$ cat src/rtl/sd_host_pkg.sv
// rtl/sd_host_pkg.sv - shared types and register bit positions for the SD command issuer
package sd_host_pkg;

    typedef enum logic [2:0] {
        ST_IDLE   = 3'd0,
        ST_SETTLE = 3'd1,
        ST_FIRE   = 3'd2,
        ST_WAIT   = 3'd3,
        ST_CLEAR  = 3'd4,
        ST_DONE   = 3'd5
    } issuer_state_t;

    typedef enum logic [1:0] {
        DONE_OK      = 2'b00,
        DONE_TIMEOUT = 2'b01,
        DONE_CRC     = 2'b10,
        DONE_WDOG    = 2'b11
    } done_status_t;

    typedef enum logic [1:0] {
        RESP_NONE = 2'b00,
        RESP_R136 = 2'b01,
        RESP_R48  = 2'b10,
        RESP_R48B = 2'b11
    } resp_type_t;

    localparam int R00EH_IDX_LSB        = 8;
    localparam int R00EH_IDX_CHK_BIT    = 4;
    localparam int R00EH_CRC_CHK_BIT    = 3;
    localparam int R00EH_RESP_LSB       = 0;
    localparam int R024H_NEW_CMD_BIT    = 0;
    localparam int R032H_TIMEOUT_EN_BIT = 0;

    // Reserved fields of the command register stay zero.
    function automatic logic [15:0] pack_r00eh(
        input logic [5:0] index,
        input resp_type_t resp_type,
        input logic       crc_chk,
        input logic       idx_chk
    );
        logic [15:0] w_val;
        w_val                          = '0;
        w_val[R00EH_IDX_LSB +: 6]      = index;
        w_val[R00EH_IDX_CHK_BIT]       = idx_chk;
        w_val[R00EH_CRC_CHK_BIT]       = crc_chk;
        w_val[R00EH_RESP_LSB +: 2]     = resp_type;
        return w_val;
    endfunction

endpackage

$ cat src/rtl/sd_cmd_issuer_if.sv
// rtl/sd_cmd_issuer_if.sv - request and completion handshakes between CPU side and issuer
interface sd_cmd_issuer_if;

    logic        req_valid;
    logic        req_ready;
    logic [5:0]  req_index;
    logic [31:0] req_arg;
    logic [1:0]  req_resp_type;
    logic        req_crc_chk;
    logic        req_idx_chk;
    logic        done_valid;
    logic [1:0]  done_status;
    logic        done_ack;

    modport master (
        output req_valid, req_index, req_arg, req_resp_type, req_crc_chk, req_idx_chk, done_ack,
        input  req_ready, done_valid, done_status
    );

    modport slave (
        input  req_valid, req_index, req_arg, req_resp_type, req_crc_chk, req_idx_chk, done_ack,
        output req_ready, done_valid, done_status
    );

endinterface

$ cat src/rtl/sd_wdog_counter.sv
// rtl/sd_wdog_counter.sv - saturating watchdog counter with clear, enable and expiry flag
module sd_wdog_counter #(
    parameter int LIMIT = 65535
) (
    input  logic clock,
    input  logic reset,
    input  logic i_clear,
    input  logic i_enable,
    output logic o_expired
);

    localparam int W = $clog2(LIMIT + 1);
    localparam logic [W-1:0] C_LAST = W'(LIMIT - 1);
    localparam logic [W-1:0] C_SAT  = W'(LIMIT);

    logic [W-1:0] r_count;

    // Holds at LIMIT instead of wrapping so a stuck enable can never re-arm it.
    always_ff @(posedge clock or posedge reset) begin
        if (reset) begin
            r_count <= '0;
        end else if (i_clear) begin
            r_count <= '0;
        end else if (i_enable && (r_count != C_SAT)) begin
            r_count <= r_count + W'(1);
        end
    end

    assign o_expired = (r_count == C_LAST);

endmodule

$ cat src/rtl/sd_cmd_issuer.sv
// rtl/sd_cmd_issuer.sv - sequences one SD command into the host registers and reports its outcome
module sd_cmd_issuer
    import sd_host_pkg::*;
#(
    parameter int WDOG_CYCLES = 65535,
    parameter bit TIMEOUT_EN  = 1'b1
) (
    input  logic               clock,
    input  logic               reset,
    sd_cmd_issuer_if.slave     bus,
    input  logic               cmd_complete_in,
    input  logic               cmd_timeout_err_in,
    input  logic               cmd_crc_err_in,
    output logic [31:0]        R008h_CPU,
    output logic [15:0]        R00eh_CPU,
    output logic [31:0]        R024h_CPU,
    output logic [15:0]        R032h_CPU
);

    issuer_state_t r_state;
    issuer_state_t w_next_state;
    done_status_t  r_done_status;
    done_status_t  w_status_next;
    logic          w_status_load;
    logic          w_capture;
    logic          r_settle;
    logic          r_new_cmd;
    logic [31:0]   r_arg;
    logic [15:0]   r_cmd;
    logic          w_wdog_clear;
    logic          w_wdog_enable;
    logic          w_wdog_expired;

    assign w_wdog_clear  = (r_state == ST_FIRE);
    assign w_wdog_enable = (r_state == ST_WAIT);

    sd_wdog_counter #(
        .LIMIT (WDOG_CYCLES)
    ) u_wdog (
        .clock     (clock),
        .reset     (reset),
        .i_clear   (w_wdog_clear),
        .i_enable  (w_wdog_enable),
        .o_expired (w_wdog_expired)
    );

    always_comb begin
        w_next_state  = r_state;
        w_capture     = 1'b0;
        w_status_load = 1'b0;
        w_status_next = r_done_status;
        case (r_state)
            ST_IDLE: begin
                if (bus.req_valid) begin
                    w_capture    = 1'b1;
                    w_next_state = ST_SETTLE;
                end
            end
            ST_SETTLE: begin
                if (r_settle) begin
                    w_next_state = ST_FIRE;
                end
            end
            ST_FIRE: begin
                w_next_state = ST_WAIT;
            end
            ST_WAIT: begin
                // Errors outrank completion; completion outranks the watchdog.
                if (cmd_timeout_err_in) begin
                    w_status_load = 1'b1;
                    w_status_next = DONE_TIMEOUT;
                end else if (cmd_crc_err_in) begin
                    w_status_load = 1'b1;
                    w_status_next = DONE_CRC;
                end else if (cmd_complete_in) begin
                    w_status_load = 1'b1;
                    w_status_next = DONE_OK;
                end else if (w_wdog_expired) begin
                    w_status_load = 1'b1;
                    w_status_next = DONE_WDOG;
                end
                if (w_status_load) begin
                    w_next_state = ST_CLEAR;
                end
            end
            ST_CLEAR: begin
                w_next_state = ST_DONE;
            end
            ST_DONE: begin
                if (bus.done_ack) begin
                    w_next_state = ST_IDLE;
                end
            end
            default: begin
                w_next_state = ST_IDLE;
            end
        endcase
    end

    always_ff @(posedge clock or posedge reset) begin
        if (reset) begin
            r_state       <= ST_IDLE;
            r_settle      <= 1'b0;
            r_new_cmd     <= 1'b0;
            r_done_status <= DONE_OK;
            r_arg         <= '0;
            r_cmd         <= '0;
        end else begin
            r_state   <= w_next_state;
            r_settle  <= (r_state == ST_SETTLE) ? ~r_settle : 1'b0;
            // New-command bit is registered off next state so it tracks FIRE/WAIT exactly.
            r_new_cmd <= (w_next_state == ST_FIRE) || (w_next_state == ST_WAIT);
            if (w_capture) begin
                r_arg <= bus.req_arg;
                r_cmd <= pack_r00eh(bus.req_index, resp_type_t'(bus.req_resp_type),
                                    bus.req_crc_chk, bus.req_idx_chk);
            end
            if (w_status_load) begin
                r_done_status <= w_status_next;
            end
        end
    end

    always_comb begin
        R024h_CPU                       = '0;
        R024h_CPU[R024H_NEW_CMD_BIT]    = r_new_cmd;
        R032h_CPU                       = '0;
        R032h_CPU[R032H_TIMEOUT_EN_BIT] = TIMEOUT_EN;
    end

    assign R008h_CPU       = r_arg;
    assign R00eh_CPU       = r_cmd;
    assign bus.req_ready   = (r_state == ST_IDLE);
    assign bus.done_valid  = (r_state == ST_DONE);
    assign bus.done_status = r_done_status;

endmodule

$ cat src/flat_wrapper.sv
// flat-port wrapper written by rule: the top's interface ports become plain ports
module sd_cmd_issuer_flat import sd_host_pkg::*;
#(
    parameter int WDOG_CYCLES = 65535,
    parameter bit TIMEOUT_EN  = 1'b1
)
  (clock, reset, cmd_complete_in, cmd_timeout_err_in, cmd_crc_err_in, R008h_CPU, R00eh_CPU, R024h_CPU, R032h_CPU, bus_req_valid, bus_req_index, bus_req_arg, bus_req_resp_type, bus_req_crc_chk, bus_req_idx_chk, bus_done_ack, bus_req_ready, bus_done_valid, bus_done_status);
  sd_cmd_issuer_if bus_i ();
  input  logic clock;
  input  logic reset;
  input  logic cmd_complete_in;
  input  logic cmd_timeout_err_in;
  input  logic cmd_crc_err_in;
  output logic [31:0] R008h_CPU;
  output logic [15:0] R00eh_CPU;
  output logic [31:0] R024h_CPU;
  output logic [15:0] R032h_CPU;
  input wire logic [$bits(bus_i.req_valid)-1:0] bus_req_valid;
  input wire logic [$bits(bus_i.req_index)-1:0] bus_req_index;
  input wire logic [$bits(bus_i.req_arg)-1:0] bus_req_arg;
  input wire logic [$bits(bus_i.req_resp_type)-1:0] bus_req_resp_type;
  input wire logic [$bits(bus_i.req_crc_chk)-1:0] bus_req_crc_chk;
  input wire logic [$bits(bus_i.req_idx_chk)-1:0] bus_req_idx_chk;
  input wire logic [$bits(bus_i.done_ack)-1:0] bus_done_ack;
  output wire logic [$bits(bus_i.req_ready)-1:0] bus_req_ready;
  output wire logic [$bits(bus_i.done_valid)-1:0] bus_done_valid;
  output wire logic [$bits(bus_i.done_status)-1:0] bus_done_status;
  assign bus_i.req_valid = bus_req_valid;
  assign bus_i.req_index = bus_req_index;
  assign bus_i.req_arg = bus_req_arg;
  assign bus_i.req_resp_type = bus_req_resp_type;
  assign bus_i.req_crc_chk = bus_req_crc_chk;
  assign bus_i.req_idx_chk = bus_req_idx_chk;
  assign bus_i.done_ack = bus_done_ack;
  assign bus_req_ready = bus_i.req_ready;
  assign bus_done_valid = bus_i.done_valid;
  assign bus_done_status = bus_i.done_status;
  sd_cmd_issuer #(.WDOG_CYCLES(WDOG_CYCLES), .TIMEOUT_EN(TIMEOUT_EN)) u_core (.clock(clock), .reset(reset), .bus(bus_i), .cmd_complete_in(cmd_complete_in), .cmd_timeout_err_in(cmd_timeout_err_in), .cmd_crc_err_in(cmd_crc_err_in), .R008h_CPU(R008h_CPU), .R00eh_CPU(R00eh_CPU), .R024h_CPU(R024h_CPU), .R032h_CPU(R032h_CPU));
endmodule
$ cat config.mk
export PLATFORM = sky130hd
export DESIGN_NAME = sd_cmd_issuer_flat
export DESIGN_NICKNAME = d
export VERILOG_FILES = /design/src/rtl/sd_host_pkg.sv /design/src/rtl/sd_cmd_issuer_if.sv /design/src/rtl/sd_wdog_counter.sv /design/src/rtl/sd_cmd_issuer.sv /design/src/flat_wrapper.sv
export SDC_FILE = /design/constraint.sdc
export NUM_CORES = 1
export LEC_CHECK = 0
export ABC_AREA = 1
export BUFFER_PORTS_ARGS = -buffer_cell sky130_fd_sc_hd__buf_2
export CAP_MARGIN = 0
export CORE_ASPECT_RATIO = 0.8
export CORE_MARGIN = 1
export CORE_UTILIZATION = 49
export DETAILED_ROUTE_END_ITERATION = 8
export PLACE_DENSITY = 0.81
export SYNTH_ARGS = -nofsm -noshare
export SYNTH_HDL_FRONTEND = slang
export SYNTH_HIERARCHICAL = 1
export SYNTH_SLANG_ARGS = --single-unit
$ cat constraint.sdc
create_clock -name clock -period 2.1 [get_ports clock]
set_input_delay 0.315 -clock clock [delete_from_list [all_inputs] [get_ports clock]]
set_output_delay 0.315 -clock clock [all_outputs]
set_load 0.05 [all_outputs]
## Word-level counts from Yosys, hierarchy flattened

Index checks and enable logic that the tools add are counted.

| word-level totals | value |
|---|---|
| bits in registers | 65 |
| output and inout bits | 100 |

| cells by class | value |
|---|---|
| bitwise gates (word level) | 1 |
| eq/ne operators | 9 |
| reductions and logical operators | 6 |
| add/subtract/negate cells | 1 |
| multiplexer cells | 20 |

Operators with widths:

| cell | count |
|---|---|
| $mux W16 | 2 |
| $pmux W3 S6 | 1 |
| $add A16 B1 Y16 const B | 1 |
| $eq A16 B16 Y1 const B | 1 |
| $ne A16 B16 Y1 const B | 1 |
| $eq A3 B2 Y1 const B | 4 |
| $mux W3 | 4 |
| $mux W1 | 9 |
| $mux W2 | 4 |
| $eq A3 B3 Y1 const B | 2 |
| $reduce_bool A4 Y1 | 1 |
| $eq A3 B1 Y1 const B | 1 |
| $logic_not A3 Y1 | 1 |
| $reduce_and A3 Y1 | 1 |
| $reduce_bool A2 Y1 | 1 |
| $logic_and A1 B1 Y1 | 1 |
| $logic_or A1 B1 Y1 | 1 |
| $not A1 Y1 | 1 |

## Longest topological paths before layout

Gate-level depths: netlist (run 1).

| depth | value |
|---|---|
| depth after elaboration | 10 |
| mapped depth | 10 |
| depth with buffers taken out | 9 |

## Cells and area by module

Netlist (run 1), hierarchy kept.

By module, submodules not included:

| module | area each (um^2) | instances | cells each | sequential area each (um^2) |
|---|---|---|---|---|
| sd_cmd_issuer | 2630.0 | 1 | 278 | 1226.2 |
| sd_wdog_counter | 1078.5 | 1 | 153 | 400.4 |

## Worst setup path after synthesis (run 1)

Ideal clock, no wire load.

| timing path | value |
|---|---|
| path kind | flip-flop to output port |
| from | register u_core.r_state[0] |
| to | output port bus_done_valid |
| required time | 1785 ps |
| data arrival time | 1588 ps |
| setup slack | 197 ps |
| path buffers | 0 |
| cell stages (with the launch flop) | 3 |
| path through | dfrtp_1 > inv_2 > nor3_1 |

| between the ends | value |
|---|---|
| cells in the longest elaborated chain, start to end | 1 |

Ends and longest elaborated chain:

| what | line | RTL |
|---|---|---|
| start, declared | sd_cmd_issuer.sv:20 | `issuer_state_t r_state;` |
| start signal, assigned | sd_cmd_issuer.sv:109 | `r_state <= w_next_state;` |
| $eq A3 B3 Y1 | sd_cmd_issuer.sv:134 | `assign bus.done_valid = (r_state == ST_DONE);` |
| end, declared | flat_wrapper.sv:26 | `output wire logic [$bits(bus_i.done_valid)-1:0] bus_done_valid;` |

Every way passes these cells.

## Final worst setup path (run 1)

| timing path | value |
|---|---|
| from | register u_core.u_wdog.r_count[1] |
| to | register u_core.u_wdog.r_count[14] |

| between the ends | value |
|---|---|
| cells in the longest elaborated chain, start to end | 3 |
| elaborated cells between the ends (all ways) | 6 |
| classes of those cells | 1 x add/sub; 1 x eq/ne; 2 x mux; 2 x reduce/logical |

Ends and longest elaborated chain:

| what | line | RTL |
|---|---|---|
| start, declared | sd_wdog_counter.sv:16 | `logic [W-1:0] r_count;` |
| start signal, assigned | sd_wdog_counter.sv:25 | `r_count <= r_count + W'(1);` |
| $add A16 B1 Y16 or $ne A16 B16 Y1 (tied branches) | sd_wdog_counter.sv:25, sd_wdog_counter.sv:24 |  |
| $mux W16 or $logic_and A1 B1 Y1 (tied branches) | sd_wdog_counter.sv:24 | `end else if (i_enable && (r_count != C_SAT)) begin` |
| $mux W16 or $reduce_bool A2 Y1 (tied branches) | -- |  |

Several ways; a longest one is shown, not always the timed one. The select of a mux whose other input is x is not followed.
A chain may end at the register's enable or synchronous reset.

==> results of run 1 <==
registers in the layout, summed over array words and instances (netlist names):
| signal | flops |
|---|---|
| u_core/r_new_cmd | 1 |
| u_core/u_wdog/r_count | 16 |
| u_core/R00eh_CPU | 10 |
| u_core/R008h_CPU | 32 |
| u_core/r_state | 3 |
| u_core/r_settle | 1 |
| u_core/bus.done_status | 2 |
metrics by stage:
step | utilization [%] | total power, mW
after floorplan | - | 5.17
after global placement | 56.2 | 5.59
after detailed placement | 56.2 | 5.69
after CTS | 59.2 | 6.76
after global routing | 59.2 | 7.09
final | 59.2 | 6.68
path summary, 6_finish.rpt:
path                                               start                   endpoint
min in group asynchronous                          reset        u_core/R008h_CPU[2]
worst min register to register           u_core/r_settle            u_core/r_settle
worst max-delay path            u_core/u_wdog/r_count[1]  u_core/u_wdog/r_count[14]
worst max register to register  u_core/u_wdog/r_count[1]  u_core/u_wdog/r_count[14]
max in group asynchronous                          reset  u_core/u_wdog/r_count[15]
worst min-delay path                      bus_req_arg[2]        u_core/R008h_CPU[2]
kinds of logic (layout without fill, tap and decap cells):
logic type      after synthesis  count (layout)  synth area share, %
compound gates               50              50                 10.2
xor+xnor                      6               6                 1.42
fa+ha+maj                     2               2                0.675
buf+inv                     125             174                 20.7
flops                        65              65                 43.9
other cells                   2              53                0.203
simple gates                181             181                 23.0
per-layer routing:
metal / vias up / routed length, microns / track usage (%)
li1: 1416 / - / -
met1: 1300 / 3010 / 23.2
met2: 124 / 3520 / 32.7
met3: 6 / 454 / 4.29
met4: 0 / 80 / 7.35
met5: - / 0 / 0
repair_timing:
action	in CTS	in global routing
setup endpoints to repair	0	0
endpoints found under the hold margin	14	0
hold buffers	1	0
gates resized for setup	0	0
worst reg2reg max path, delay by kind of cell (launching register included):
| kind | cells | cell delay, ns |
|---|---|---|
| buffers and inverters | 1 | 0.11 |
| and+or+nand+nor | 7 | 0.88 |
| DFF | 1 | 0.41 |
| adders and majority gates | 1 | 0.27 |
power groups by stage:
stage	Clock [mW]	Combinational (mW)	Sequential, mW
2_1_floorplan	0	1.73	3.44
3_3_place_gp	0	3.56	2.04
3_5_place_dp	0	3.63	2.06
4_1_cts	1.08	3.63	2.04
5_1_grt	1.13	3.86	2.10
6_report	1.04	3.60	2.04
layout make-up:
cell class / instances / area [sq um] / share of cell area (%)
clock inverter: 5 / 55.1 / 1.31
inverter: 58 / 218 / 5.19
tap: 87 / 109 / 2.59
timing repair buffer: 100 / 541 / 12.9
sequential: 65 / 1630 / 38.8
clock buffer: 11 / 141 / 3.37
multi-input combinational: 292 / 1510 / 35.9
cells in the final DEF (no fill, tap or decap), types with 3 or more instances in the layout:
| cell type | count |
|---|---|
| buf_2 | 95 |
| nand2_1 | 94 |
| dfrtp_1 | 65 |
| inv_1 | 55 |
| conb_1 | 53 |
| o21ai_2 | 32 |
| nor2_1 | 27 |
| nand2_2 | 22 |
| nand4_1 | 15 |
| nand3_1 | 12 |
| clkbuf_8 | 10 |
| o21ai_1 | 8 |
| o21ai_0 | 6 |
| xor2_1 | 6 |
| nor2_4 | 5 |
| inv_2 | 3 |
| o21bai_1 | 3 |
==> impl_metrics.tcl, run 1 <==
set metrics [dict create \
    outcome "complete, no violations" \
    cp-start-kind "flip-flop" \
    tns_ns 0 \
    synth_ff_type "dfrtp_1" \
    io_buffer_count 95 \
    io_pins 149 \
    synthArstFlopShare_pct 100 \
    synth_top_cell_area_share_pct 43.9 \
    grt_usage_pct 18.9 \
    netlist_instances 431 \
    period_share_pct 83.3 \
    core_sq_um 7090 \
    r2r_cells 9 \
    num_vias 2846 \
    overflow 0 \
    cp_max_fo 14 \
    place_ws_ns 0.379 \
    power_frac_seq_pct 30.6 \
    drv_cap 0 \
    setup_viol 0 \
    grt_pass1_wl_microns 11700 \
    clkSlewWorstSetupHoldPaths_ns 0.07 \
    critPathRequiredTime_ns 2.37 \
    via_per_inst 4.61 \
    fin_skew_ns 0.00614 \
    clock_latency_ns 0.33 \
    worst_pin_slew_ns 0.622 \
    synth_common_cells "94 x nand2_1, 65 x dfrtp_1, 56 x inv_1" \
    nets 577 \
    synth_edf_count 0 \
    totalWireLength_microns 7060 \
    n_antenna_cell 0 \
    max_clock_freq_mhz 572 \
    whs_ns 0.208 \
    first_pass_iters 4 \
    critical_path_class "flip-flop to flip-flop" \
    crit_chain "ha_1 > nand3_2 > inv_2 > nand2_2 > nor2_4 > nor2_4 > nor2_4 > nand2_1 > nand2_1" \
    place_congestion 0.887 \
    cp-end-kind "flip-flop" \
    clk_path_buf_depth 2 \
    p_clk_share_pct 15.6 \
    grt_max_degree 49 \
    synth_area_leaders "dfrtp_1 44%, buf_4 11%, nand2_1 9.5%, o21ai_2 7.6%, inv_1 5.7%" \
    fin_ws_ns 0.351 \
    die_h_microns 79.8 \
    combPwrFrac_pct 53.9 \
    relSlewSlack_pct 58.5 \
    cts_tree "built" \
    cts_setup_buffers 0 \
    fin_crit_ns 1.75 \
    hold_class "primary input to flip-flop" \
    syn-cell-area_sq_um 3710 \
    hpwl_microns 5300 \
    p_int_mw 3.14 \
    p_per_area_nw_per_um2 1590 \
    ys_types 28 \
    rrSetupSlack_ns 0.35 \
    syn_avg_cell_area_sq_um 8.60 \
    critical_path_buf_inv_count 1 \
    cts-root-buf "clkbuf_8" \
    ys_seq_elements 65 \
    cts_made_buffers 9 \
    ys.warnings.count 6 \
    die_x_microns 99.3 \
    fillers 636 \
    place_area_sq_um 3990 \
    peakVddDrop_uv 786 \
    hold_viol_final 0 \
    clock-sinks 65 \
    synth_top_area_cell "dfrtp_1" \
    antenna_left 0 \
    cpMostUsedCell "nor2_4" \
    final_area_sq_um 4200 \
    post-route-drc-count 0 \
    slowest_delay_ns 0.41 \
    num_rows 27 \
    hold_path_depth 3 \
    cp.depth 9 \
    power_leakage_nw 2.35 \
    drtIter0Drc 138 \
    critical_path.top_delay_family "simple AND/OR/NAND/NOR gates" \
    yosysMostFrequentCell "nand2_1" \
    syn_to_final_growth_pct 13.2 \
    die_area_sq_um 7920 \
    synth_seq_area_share_pct 43.9 \
    initial_core_util_pct 52.3 \
    dp_cells 601 \
    layout-drive-gt1-share_pct 33.9 \
    arrival_ns 2.02 \
    ctsHtreeMaxLevel 3 \
    first_global_vias 2633 \
    antenna_found_initial 0 \
    final-instance-count-excl-fill 618 \
    routedWlPerCell_microns 11.4 \
    p_switching_mw 3.54 \
    slowest_stage "dfrtp_1" \
    grt_setup_unrepaired "false" \
    switching_share_pct 53.0 \
    slew_viol_final 0 \
]
Power figures use the tool's default switching activity.
==> run 2, diff against run 1 <==
clock period = 1.7 ns   (was 2.1 ns; I/O delays follow)
==> impl_metrics.tcl, run 2 (synthesis gave the netlist of run 1 again) <==
set metrics [dict create \
    io_pins 149 \
    via_per_inst 4.62 \
    outcome "complete, no violations" \
    first_pass_iters 5 \
    cp_max_fo 5 \
    max_clock_freq_mhz 609 \
    p_per_area_nw_per_um2 1970 \
    clock_latency_ns 0.34 \
    critPathRequiredTime_ns 1.44 \
    hold_class "primary input to flip-flop" \
    ctsHtreeMaxLevel 3 \
    cts_tree "built" \
    multi_input_area_sq_um 1520 \
    grt_pass1_wl_microns 11300 \
    crit_chain "nor3_2 > clkbuf_4" \
    grt_setup_unrepaired "false" \
    cp-startpoint "u_core/r_state[1]" \
    grt_max_degree 39 \
    rrSetupSlack_ns 0.10 \
    die_x_microns 99.3 \
    r2r_end "u_core/u_wdog/r_count[13]" \
    syn_to_final_growth_pct 15.5 \
    slew_viol_final 0 \
    overflow 0 \
    hold_path_depth 3 \
    total_power_mw 8.44 \
    clock-sinks 65 \
    hold_viol_final 0 \
    num_rows 27 \
    p_switching_mw 4.43 \
    post-route-util_pct 60.4 \
    place_area_sq_um 4030 \
    cts_made_buffers 9 \
    relSlewSlack_pct 59.1 \
    period_share_pct 96.6 \
    layout-drive-gt1-share_pct 35.4 \
    r2r_cells 10 \
    clk_path_buf_depth 2 \
    worstHoldStart "bus_req_arg[4]" \
    tns_ns 0 \
    seqCellArea_sq_um 1630 \
    largest_reg_flops 32 \
    totalWireLength_microns 7150 \
    setup_viol 0 \
    first_global_vias 2466 \
    drtIter0Drc 128 \
    post-route-drc-count 0 \
    final_cell_mix "94 x nand2_1, 93 x buf_2, 65 x dfrtp_1" \
    antenna_found_initial 0 \
    slowest_delay_ns 0.46 \
    die_h_microns 79.8 \
    arrival_ns 1.39 \
    hpwl_microns 5230 \
    switching_share_pct 52.5 \
    die_area_sq_um 7920 \
    worst_pin_slew_ns 0.613 \
    fin_skew_ns 0.0162 \
    num_vias 2882 \
    place_congestion 0.913 \
    r2r_start "u_core/u_wdog/r_count[0]" \
    io_buffer_count 95 \
    layout_commonest_cell "nand2_1" \
    initial_core_util_pct 52.3 \
    fillers 655 \
    fin_crit_ns 1.64 \
    p_int_mw 4.00 \
    drv_cap 0 \
    n_antenna_cell 0 \
    routedWlPerCell_microns 11.5 \
    grt_usage_pct 18.4 \
    final_area_sq_um 4280 \
    slowest_stage "dfrtp_1" \
    power_frac_seq_pct 30.0 \
    combPwrFrac_pct 54.5 \
    cp-end-kind "output pin" \
    final-instance-count-excl-fill 624 \
    core_sq_um 7090 \
    cts-root-buf "clkbuf_8" \
    power_leakage_nw 2.39 \
    nets 583 \
    holdPathEnd "u_core/R008h_CPU[4]" \
    peakVddDrop_uv 1050 \
    dp_cells 603 \
    cp-start-kind "flip-flop" \
    clkSlewWorstSetupHoldPaths_ns 0.08 \
    critical_path_class "flip-flop to output pin" \
    p_clk_share_pct 15.4 \
    antenna_left 0 \
]
run 2: changes by cell type in the layout (fill, tap and decap cells not counted), moves of 2 or more:
cell	change
buf_12	+2
nor3_2	+2
clkbuf_4	+2
buf_2	-2
buf_4	+4
nor3_1	-2
run 2: metal layers:
layer / vias up / global-route usage [%] / wire length, microns
li1: 1426 / - / -
met1: 1313 / 23.7 / 3080
met2: 138 / 30.1 / 3440
met3: 5 / 4.38 / 575
met4: 0 / 6.76 / 55
met5: - / 0 / 0
run 2: power by group through the flow:
stage | Clock (mW) | Combinational (mW) | Sequential (mW)
after floorplan | 0 | 2.15 | 4.26
after global placement | 0 | 4.45 | 2.52
after detailed placement | 0 | 4.52 | 2.56
after CTS | 1.34 | 4.60 | 2.54
after global routing | 1.40 | 4.88 | 2.62
final | 1.30 | 4.60 | 2.53
run 2: cell type report:
class / instances / area share, %
timing repair buffer: 106 / 14.4
clock buffer: 11 / 3.30
inverter: 58 / 5.08
tap: 87 / 2.54
sequential: 65 / 38.0
clock inverter: 5 / 1.29
multi-input combinational: 292 / 35.5
run 2: stage by stage:
| stage | setup slack (ns) | hold slack, ns |
|---|---|---|
| after floorplan | 0.187 | 0.169 |
| after global routing | 0.00319 | 0.138 |
| final | 0.0575 | 0.148 |
| after CTS | 0.0235 | 0.133 |
| after detailed placement | -0.00485 | 0.292 |
| after global placement | 0.108 | 0.295 |
run 2: how the worst max path moves through the flow:
| stage | to |
|---|---|
| after floorplan | u_core/u_wdog/r_count[10] |
| after global placement | u_core/u_wdog/r_count[15] |
| after detailed placement | u_core/u_wdog/r_count[13] |
| after CTS | bus_req_ready |
| after global routing | bus_done_valid |
| final | bus_req_ready |
run 2: critical path, delay by kind of cell, from the launching register on:
| kind | cells | cell delay (ns) |
|---|---|---|
| buf+inv | 1 | 0.30 |
| flops | 1 | 0.46 |
| simple gates | 1 | 0.31 |
run 2: repair_timing:
| action | in CTS | in global routing |
|---|---|---|
| cloned | 0 | 0 |
| endpoints found under the setup margin | 6 | 15 |
| pin swaps | 2 | 0 |
| endpoints found under the hold margin | 16 | 0 |
| resized for setup | 0 | 5 |
| hold buffers | 1 | 0 |
| buffers inserted | 3 | 1 |
==> run 3, diff against run 2 <==
PLACE_DENSITY = not set   (was 0.81)
PLACE_DENSITY_LB_ADDON = 0.08   (was not set)
==> impl_metrics.tcl, run 3 (synthesis gave the netlist of run 1 again) <==
set metrics [dict create \
    core_sq_um 7090 \
    worst_pin_slew_ns 0.673 \
    r2r_cells 10 \
    place_congestion 0.884 \
    cp-end-kind "output pin" \
    initial_core_util_pct 52.3 \
    largest_reg_flops 32 \
    clkSlewWorstSetupHoldPaths_ns 0.08 \
    relSlewSlack_pct 55.1 \
    slowest_stage "dfrtp_1" \
    critPathRequiredTime_ns 1.44 \
    nets 593 \
    multi_input_area_sq_um 1520 \
    cts_made_buffers 9 \
    antenna_found_initial 0 \
    hpwl_microns 5590 \
    power_frac_seq_pct 29.0 \
    outcome "complete, no violations" \
    totalWireLength_microns 7670 \
    drtIter0Drc 233 \
    clock-sinks 65 \
    routedWlPerCell_microns 12.1 \
    final_cell_mix "95 x buf_2, 94 x nand2_1, 65 x dfrtp_1" \
    grt_max_degree 41 \
    die_area_sq_um 7920 \
    place_area_sq_um 4080 \
    p_per_area_nw_per_um2 1980 \
    r2r_end "u_core/u_wdog/r_count[1]" \
    antenna_left 0 \
    r2r_start "u_core/u_wdog/r_count[1]" \
    p_int_mw 4.13 \
    final_area_sq_um 4350 \
    die_x_microns 99.3 \
    n_antenna_cell 0 \
    p_clk_share_pct 16.7 \
    io_pins 149 \
    fin_skew_ns 0.00761 \
    fin_crit_ns 1.59 \
    cp-start-kind "flip-flop" \
    holdPathEnd "u_core/R008h_CPU[2]" \
    period_share_pct 93.6 \
    slowest_delay_ns 0.38 \
    clock_latency_ns 0.34 \
    grt_pass1_wl_microns 12100 \
    p_switching_mw 4.48 \
    setup_viol 0 \
    arrival_ns 1.34 \
    critical_path_class "flip-flop to output pin" \
    num_rows 27 \
    layout-drive-gt1-share_pct 36.6 \
    combPwrFrac_pct 54.3 \
    ctsHtreeMaxLevel 3 \
    post-route-drc-count 0 \
    rrSetupSlack_ns 0.15 \
    seqCellArea_sq_um 1630 \
    first_global_vias 2523 \
    cp_max_fo 4 \
    die_h_microns 79.8 \
    overflow 0 \
    peakVddDrop_uv 1250 \
    first_pass_iters 5 \
    cts_tree "built" \
    clk_path_buf_depth 2 \
    power_leakage_nw 2.45 \
    fin_ws_ns 0.109 \
    hold_path_depth 3 \
    slew_viol_final 0 \
    via_per_inst 4.69 \
    place_ws_ns 0.0411 \
    cts-root-buf "clkbuf_8" \
    drv_cap 0 \
    grt_setup_unrepaired "false" \
    syn_to_final_growth_pct 17.4 \
    io_buffer_count 95 \
    max_clock_freq_mhz 628 \
    worstHoldStart "bus_req_arg[2]" \
    num_vias 2971 \
    crit_chain "buf_4 > nor3_2 > buf_2" \
    grt_usage_pct 19.9 \
    switching_share_pct 52.1 \
    hold_class "primary input to flip-flop" \
    tns_ns 0 \
    fillers 647 \
    hold_viol_final 0 \
    layout_commonest_cell "buf_2" \
]
==> run 3: cell types whose count changed in the layout (fill, tap and decap cells not counted), moves of 2 or more <==
cell,change
buf_12,-2
buf_2,+2
buf_4,+12
clkbuf_4,-2
clkinv_4,+2
==> run 3: power by group through the flow <==
stage	combinational, mW	sequential [mW]	clock [mW]
floorplan	2.15	4.26	0
global placement	4.54	2.50	0
detailed placement	4.60	2.51	0
CTS	4.61	2.50	1.48
global route	4.98	2.58	1.56
finish	4.67	2.49	1.44
==> run 3: routing by layer <==
| metal | up-vias | track usage, % | share of wire (%) |
|---|---|---|---|
| met1 | 1338 | 27.4 | 45 |
| met3 | 15 | 6.39 | 9.3 |
| li1 | 1451 | - | - |
| met2 | 167 | 28.5 | 43 |
| met4 | 0 | 8.97 | 2.2 |
| met5 | - | 0 | 0 |
==> run 3: worst max-delay path by stage <==
| stage | endpoint | slack (ns) | cells after the start | from |
|---|---|---|---|---|
| after global routing | u_core/u_wdog/r_count[1] | 0.04 | 10 | u_core/u_wdog/r_count[1] |
| after global placement | u_core/u_wdog/r_count[0] | 0.07 | 7 | u_core/u_wdog/r_count[0] |
| final | bus_done_valid | 0.11 | 3 | u_core/r_state[1] |
| after CTS | u_core/u_wdog/r_count[0] | 0.02 | 7 | u_core/u_wdog/r_count[1] |
| after floorplan | u_core/u_wdog/r_count[10] | 0.19 | 7 | u_core/r_state[2] |
| after detailed placement | u_core/u_wdog/r_count[0] | 0.04 | 7 | u_core/u_wdog/r_count[1] |
==> run 3: final cells by class <==
cell class | count | share of cell area (%)
clock inverters | 7 | 2.18
multi-input cells | 292 | 34.9
repair buffers | 116 | 15.2
clock buffers | 9 | 2.84
inverters | 58 | 5.00
flip-flops and latches | 65 | 37.4
well taps | 87 | 2.50
==> run 3: worst max-delay path: cells and delay by family (launching register included) <==
family                 cells  cell delay (ns)
AND/OR/NAND/NOR            1             0.16
buffers and inverters      2             0.45
flip-flops                 1             0.38
==> run 3: what timing repair did <==
action                                  4_1_cts  5_1_grt
buffers inserted                              0        4
resized for setup                             0        2
hold endpoints to repair                     15        0
hold buffers                                  1        0
endpoints found under the setup margin        0       18
==> run 3: metrics by stage <==
stage | hold slack, ns | std cells | total power, mW | utilization [%]
4_1_cts | 0.117 | 630 | 8.59 | 60.7
6_report | 0.134 | 634 | 8.61 | 61.4
3_3_place_gp | 0.263 | 613 | 7.04 | 57.5
5_1_grt | 0.124 | 634 | 9.12 | 61.4
2_1_floorplan | 0.169 | 482 | 6.40 | -
3_5_place_dp | 0.273 | 613 | 7.11 | 57.5
